[src/rtl/riscv_pkg.sv]
// Shared core definitions: datapath widths, the bubble instruction and the
// fetch-to-decode payload.
package riscv_pkg;

    localparam int unsigned XLEN = 32;
    localparam int unsigned ILEN = 32;

    // addi x0,x0,0 -- handed to decode whenever there is nothing to issue
    localparam logic [ILEN-1:0] NOP_INSTR = 32'h0000_0013;

    typedef struct packed {
        logic [XLEN-1:0] pc;
        logic [ILEN-1:0] instr;
    } fetch_entry_t;

endpackage : riscv_pkg

[src/rtl/fetch_queue_mem.sv]
// Storage array for fetch_queue: DEPTH x WIDTH registers, one synchronous
// write port, one asynchronous read port. Contents are never reset.
//   clk      in  1        rising-edge clock
//   wr_en    in  1        write wr_data into entry wr_addr at the edge
//   wr_addr  in  ADDR_W   write index
//   wr_data  in  WIDTH    write payload
//   rd_addr  in  ADDR_W   read index
//   rd_data  out WIDTH    contents of entry rd_addr (combinational)
module fetch_queue_mem #(
    parameter  int unsigned DEPTH  = 4,
    parameter  int unsigned WIDTH  = 64,
    localparam int unsigned ADDR_W = $clog2(DEPTH)
) (
    input  logic              clk,
    input  logic              wr_en,
    input  logic [ADDR_W-1:0] wr_addr,
    input  logic [WIDTH-1:0]  wr_data,
    input  logic [ADDR_W-1:0] rd_addr,
    output logic [WIDTH-1:0]  rd_data
);

    logic [WIDTH-1:0] mem_q [DEPTH];

    // Write port
    always_ff @(posedge clk) begin
        if (wr_en) begin
            mem_q[wr_addr] <= wr_data;
        end
    end

    // Read port
    assign rd_data = mem_q[rd_addr];

endmodule : fetch_queue_mem

[src/rtl/fetch_queue.sv]
// DEPTH-entry FIFO of {pc, instr} between fetch and decode, replacing the
// single IF/ID register. Valid/ready on both sides, flush on redirect, and a
// NOP bubble on the decode side while empty.
//   clk, rst                  clock, synchronous active-high reset
//   enq_valid/enq_ready       fetch handshake; enq_ready = !full
//   enq_pc, enq_instr         fetched pc and instruction word
//   deq_valid/deq_ready       decode handshake; deq_valid = !empty
//   deq_pc, deq_instr         head entry; 0 / NOP_INSTR when empty
//   flush                     drop every entry (redirect)
//   count, full, empty        occupancy and flags
module fetch_queue #(
    parameter  int unsigned     XLEN      = riscv_pkg::XLEN,
    parameter  int unsigned     ILEN      = riscv_pkg::ILEN,
    parameter  int unsigned     DEPTH     = 4,
    parameter  logic [ILEN-1:0] NOP_INSTR = riscv_pkg::NOP_INSTR,
    localparam int unsigned     CNT_W     = $clog2(DEPTH + 1)
) (
    input  logic             clk,
    input  logic             rst,
    input  logic             enq_valid,
    output logic             enq_ready,
    input  logic [XLEN-1:0]  enq_pc,
    input  logic [ILEN-1:0]  enq_instr,
    output logic             deq_valid,
    input  logic             deq_ready,
    output logic [XLEN-1:0]  deq_pc,
    output logic [ILEN-1:0]  deq_instr,
    input  logic             flush,
    output logic [CNT_W-1:0] count,
    output logic             full,
    output logic             empty
);

    localparam int unsigned PTR_W = $clog2(DEPTH);
    localparam int unsigned ENT_W = XLEN + ILEN;

    logic [PTR_W-1:0] wr_ptr_q, wr_ptr_d;
    logic [PTR_W-1:0] rd_ptr_q, rd_ptr_d;
    logic [CNT_W-1:0] count_q, count_d;

    logic             enq_fire;
    logic             deq_fire;
    logic             wr_en;
    logic [ENT_W-1:0] rd_data;

    // Flags come only from registered occupancy, so enq_ready has no path
    // from deq_ready: a full queue refuses even when the head leaves.
    assign full      = (count_q == CNT_W'(DEPTH));
    assign empty     = (count_q == '0);
    assign enq_ready = !full;
    assign deq_valid = !empty;
    assign count     = count_q;

    assign enq_fire = enq_valid & enq_ready;
    assign deq_fire = deq_valid & deq_ready;

    // A write under flush/reset would land in a slot the reset pointers no
    // longer reference; suppress it so storage only changes on real enqueues.
    assign wr_en = enq_fire & ~flush & ~rst;

    // Pointer and occupancy registers
    always_ff @(posedge clk) begin
        if (rst) begin
            wr_ptr_q <= '0;
            rd_ptr_q <= '0;
            count_q  <= '0;
        end else begin
            wr_ptr_q <= wr_ptr_d;
            rd_ptr_q <= rd_ptr_d;
            count_q  <= count_d;
        end
    end

    // Next pointers / occupancy; flush outranks both handshakes
    always_comb begin
        wr_ptr_d = wr_ptr_q;
        rd_ptr_d = rd_ptr_q;
        count_d  = count_q;
        if (flush) begin
            wr_ptr_d = '0;
            rd_ptr_d = '0;
            count_d  = '0;
        end else begin
            if (enq_fire) begin
                wr_ptr_d = wr_ptr_q + PTR_W'(1);
            end
            if (deq_fire) begin
                rd_ptr_d = rd_ptr_q + PTR_W'(1);
            end
            case ({enq_fire, deq_fire})
                2'b10:   count_d = count_q + CNT_W'(1);
                2'b01:   count_d = count_q - CNT_W'(1);
                default: count_d = count_q;
            endcase
        end
    end

    fetch_queue_mem #(
        .DEPTH (DEPTH),
        .WIDTH (ENT_W)
    ) u_mem (
        .clk     (clk),
        .wr_en   (wr_en),
        .wr_addr (wr_ptr_q),
        .wr_data ({enq_pc, enq_instr}),
        .rd_addr (rd_ptr_q),
        .rd_data (rd_data)
    );

    // Head entry, or a bubble while empty
    assign deq_pc    = empty ? '0        : rd_data[ENT_W-1 -: XLEN];
    assign deq_instr = empty ? NOP_INSTR : rd_data[ILEN-1:0];

endmodule : fetch_queue

[config.mk]
export PLATFORM = sky130hd
export DESIGN_NAME = fetch_queue
export DESIGN_NICKNAME = d
export VERILOG_FILES = /design/src/rtl/riscv_pkg.sv /design/src/rtl/fetch_queue_mem.sv /design/src/rtl/fetch_queue.sv
export SDC_FILE = /design/constraint.sdc
export NUM_CORES = 1
export LEC_CHECK = 0
export BUFFER_PORTS_ARGS = -buffer_cell sky130_fd_sc_hd__buf_2
export CORE_MARGIN = 1
export CORE_UTILIZATION = 50
export CTS_CLUSTER_SIZE = 10
export DETAILED_ROUTE_END_ITERATION = 10
export MAX_ROUTING_LAYER = met4
export PLACE_DENSITY_LB_ADDON = 0.1
export SLEW_MARGIN = 5
export SYNTH_ARGS = -nofsm -noshare
export SYNTH_HDL_FRONTEND = slang
export SYNTH_SLANG_ARGS = --single-unit
[constraint.sdc]
create_clock -name clk -period 8.9 [get_ports clk]
set_input_delay 0.89 -clock clk [delete_from_list [all_inputs] [get_ports clk]]
set_output_delay 0.89 -clock clk [all_outputs]
set_load 0.005 [all_outputs]
==> results.py <==
metrics = {
    "timing": {
        "maxClockFrequency_ghz": 0.262,
        "setup_ws_ns": 5.09,
        "timing.final.crit_share": 0.429,
        "slew_headroom": 0.304,
        "fin_skew_ns": 0.0118,
        "holdWs_ns": 0.483,
        "tightest_slew_ns": 1.04,
        "setup_violations": 0,
        "tns_ns": 0,
        "min_period_ns": 3.81,
        "grt_setup_unrepaired": "false",
        "hold_viol": 0,
        "slew_viol_final": 0,
    },
    "place": {
        "io_buffers": 139,
        "dp_hpwl_um": 10200,
        "place_area_um2": 11100,
        "place_ws_ns": 5.49,
        "place_inst": 845,
        "gp_congestion": 0.742,
    },
    "cells_and_area": {
        "layout-drive-gt1-share": 0.391,
        "finalNonFillerCells": 893,
        "area_growth_pct": 16.9,
        "nNetsFinal": 687,
        "n_fill_cell": 1471,
        "fin_area_um2": 12000,
        "seqCellArea_um2": 7880,
        "fin_util": 0.605,
        "multi_input_comb_area_um2": 2160,
    },
    "yosys": {
        "synth_top_cell_by_area": "edfxtp_1",
        "yosysWarnings": 0,
        "synthArstFlopShare": 0,
        "ys_seq_elements": 265,
        "syn_nets": 537,
        "synth_edf_count": 256,
        "synth_cell_type_count": 29,
        "syn_area_um2": 10200,
        "yosysSeqAreaShare": 0.769,
        "synth_top_flop_cell": "edfxtp_1",
        "synth.most_common_cell": "edfxtp_1",
        "yosys.area.top_type_share": 0.751,
        "synthTopCellsByArea": "edfxtp_1 (75%), mux4_2 (13%), and2_1 (3.7%)",
        "syn_area_per_cell_um2": 22.2,
        "syn_inst": 462,
        "synth_common_cells": "edfxtp_1 (256), and2_1 (61), mux4_2 (60)",
    },
    "die": {
        "die_w_um": 145,
        "rows": 51,
        "coreArea_um2": 19800,
        "dieHeight_um": 145,
        "io_pins": 140,
        "die_area_um2": 21000,
        "start_util": 0.517,
    },
    "setup_path": {
        "cp.arrival_ns": 2.92,
        "cp_slowest_stage_delay_ns": 0.85,
        "cp_max_fo": 50,
        "crit_buf_inv": 2,
        "slowest_stage": "buf_4",
        "cp-start-kind": "register",
        "cp-end-kind": "output pin",
        "reg2reg_slack_ns": 5.99,
        "worstReg2RegStart": "count[0]$_SDFFE_PP0P_",
        "crit_chain": "buf_4, mux4_1, or2_1, buf_2",
        "cp.required_ns": 8.01,
        "critPathTopFamily": "buffers and inverters",
        "critical_path_class": "reg2out",
    },
    "clocking": {
        "cts_buffers": 30,
        "ctsRootBufferMaster": "clkbuf_16",
        "ctsResizeCount": 0,
        "ctsHoldBuffers": 0,
        "clkLatencyLatePin_ns": 0.53,
        "cts_max_level": 1,
        "path_clk_slew_ns": 0.05,
        "clkSinkCount": 265,
        "postCtsSetupRepairBufs": 0,
        "clk_path_buf_depth": 3,
        "cts_tree": "yes",
    },
    "outcome": {
        "status": "completed",
    },
    "power_and_ir_drop": {
        "pwr_density_cell_nw_per_um2": 215,
        "power_frac_comb": 0.042,
        "clkPwrFrac": 0.420,
        "seq_power_share": 0.538,
        "p_sw_mw": 0.488,
        "swShare": 0.190,
        "leakage_nw": 4.09,
        "finalPower_mw": 2.58,
        "p_int_mw": 2.09,
        "ir_worst_vdd_uv": 215,
    },
    "global_routing": {
        "grt_pass1_vias": 5303,
        "antenna_found_initial": 3,
        "grt_pass1_wl_um": 29500,
        "overflow": 0,
        "grt_start_max_net_pins": 65,
        "grtUsageTotal": 0.190,
    },
    "detailed_routing": {
        "dr.pass1.iters": 4,
        "wl_per_cell_um": 20.9,
        "drt_first_iter_violations": 300,
        "avgViaCountPerCell": 5.39,
        "route.vias.total": 4809,
        "final_antenna_net_count": 0,
        "drc_errors": 0,
        "wirelength_um": 18700,
    },
    "hold_path": {
        "hold_class": "reg2reg",
        "min-delay-start": "rd_ptr_q[1]$_SDFFE_PP0P_",
    },
    "flow_run": {
        "cap_violations": 0,
    },
}
[area by class of cell]
type,count,share of cell area
Clock inverter,1,0.00251
Timing Repair Buffer,141,0.0594
Tap cell,265,0.0277
Clock buffer,43,0.0686
Sequential cell,265,0.658
Inverter,8,0.00251
Multi-Input combinational cell,166,0.180
Antenna cell,4,0.000837
[routing by layer]
| layer | global-route usage | part of all wire | vias to the layer above |
|---|---|---|---|
| li1 | - | - | 2172 |
| met1 | 0.236 | 0.41 | 2475 |
| met2 | 0.316 | 0.51 | 140 |
| met3 | 0.0462 | 0.063 | 22 |
| met4 | 0.0437 | 0.015 | 0 |
| met5 | - | 0 | - |
[sequential cells by signal, summed over array words and instances (netlist names), named ones only]
name and count:
wr_ptr_q 2, count 3, u_mem.mem_q 256, rd_ptr_q 2
[worst reg2reg max path: stages (launching register included)]
cell and delay (ns):
dfxtp_1 0.40, or3_2 0.46, buf_4 0.48, and2_4 0.27, ha_1 0.18, inv_1 0.06, fa_1 0.38, xor2_1 0.16
or3_1 0.31, a21oi_1 0.14
[logic make-up after synthesis]
kind of cell,synth area share
xor+xnor,0.00171
simple gates,0.0507
mux,0.142
compound gates,0.00587
buf+inv,0.0226
fa+ha+maj,0.00807
flops,0.769
[cell usage in the layout, fill, tap and decap left out, types with 2 or more instances in the layout]
cell / instances
edfxtp_1: 256
buf_2: 139
and2_1: 61
mux4_2: 60
clkbuf_16: 31
clkbuf_1: 12
inv_1: 8
dfxtp_1: 7
ha_1: 5
diode_2: 4
mux4_1: 4
nor2_1: 4
and3_4: 4
a21oi_1: 4
o21ai_0: 4
or2_1: 3
and2_4: 2
xor2_1: 2
nand2_1: 2
or3_1: 2
dfxtp_4: 2
buf_4: 2
[power by group through the flow]
| stage | Combinational, mW | Clock (mW) | Sequential (mW) |
|---|---|---|---|
| floorplan | 0.0555 | 0 | 1.41 |
| global placement | 0.108 | 0 | 1.41 |
| CTS | 0.111 | 1.11 | 1.39 |
| finish | 0.108 | 1.08 | 1.39 |
| detailed placement | 0.110 | 0 | 1.41 |
| global route | 0.120 | 1.16 | 1.39 |
[final timing paths]
kind                            cells after the start                     to
worst max-delay path                                4           deq_instr[0]
worst min-delay path                                2               register
worst max register to register                      9  count[2]$_SDFFE_PP0P_
worst min register to register                      2               register
No activity file was read; power rests on OpenSTA's default activity.
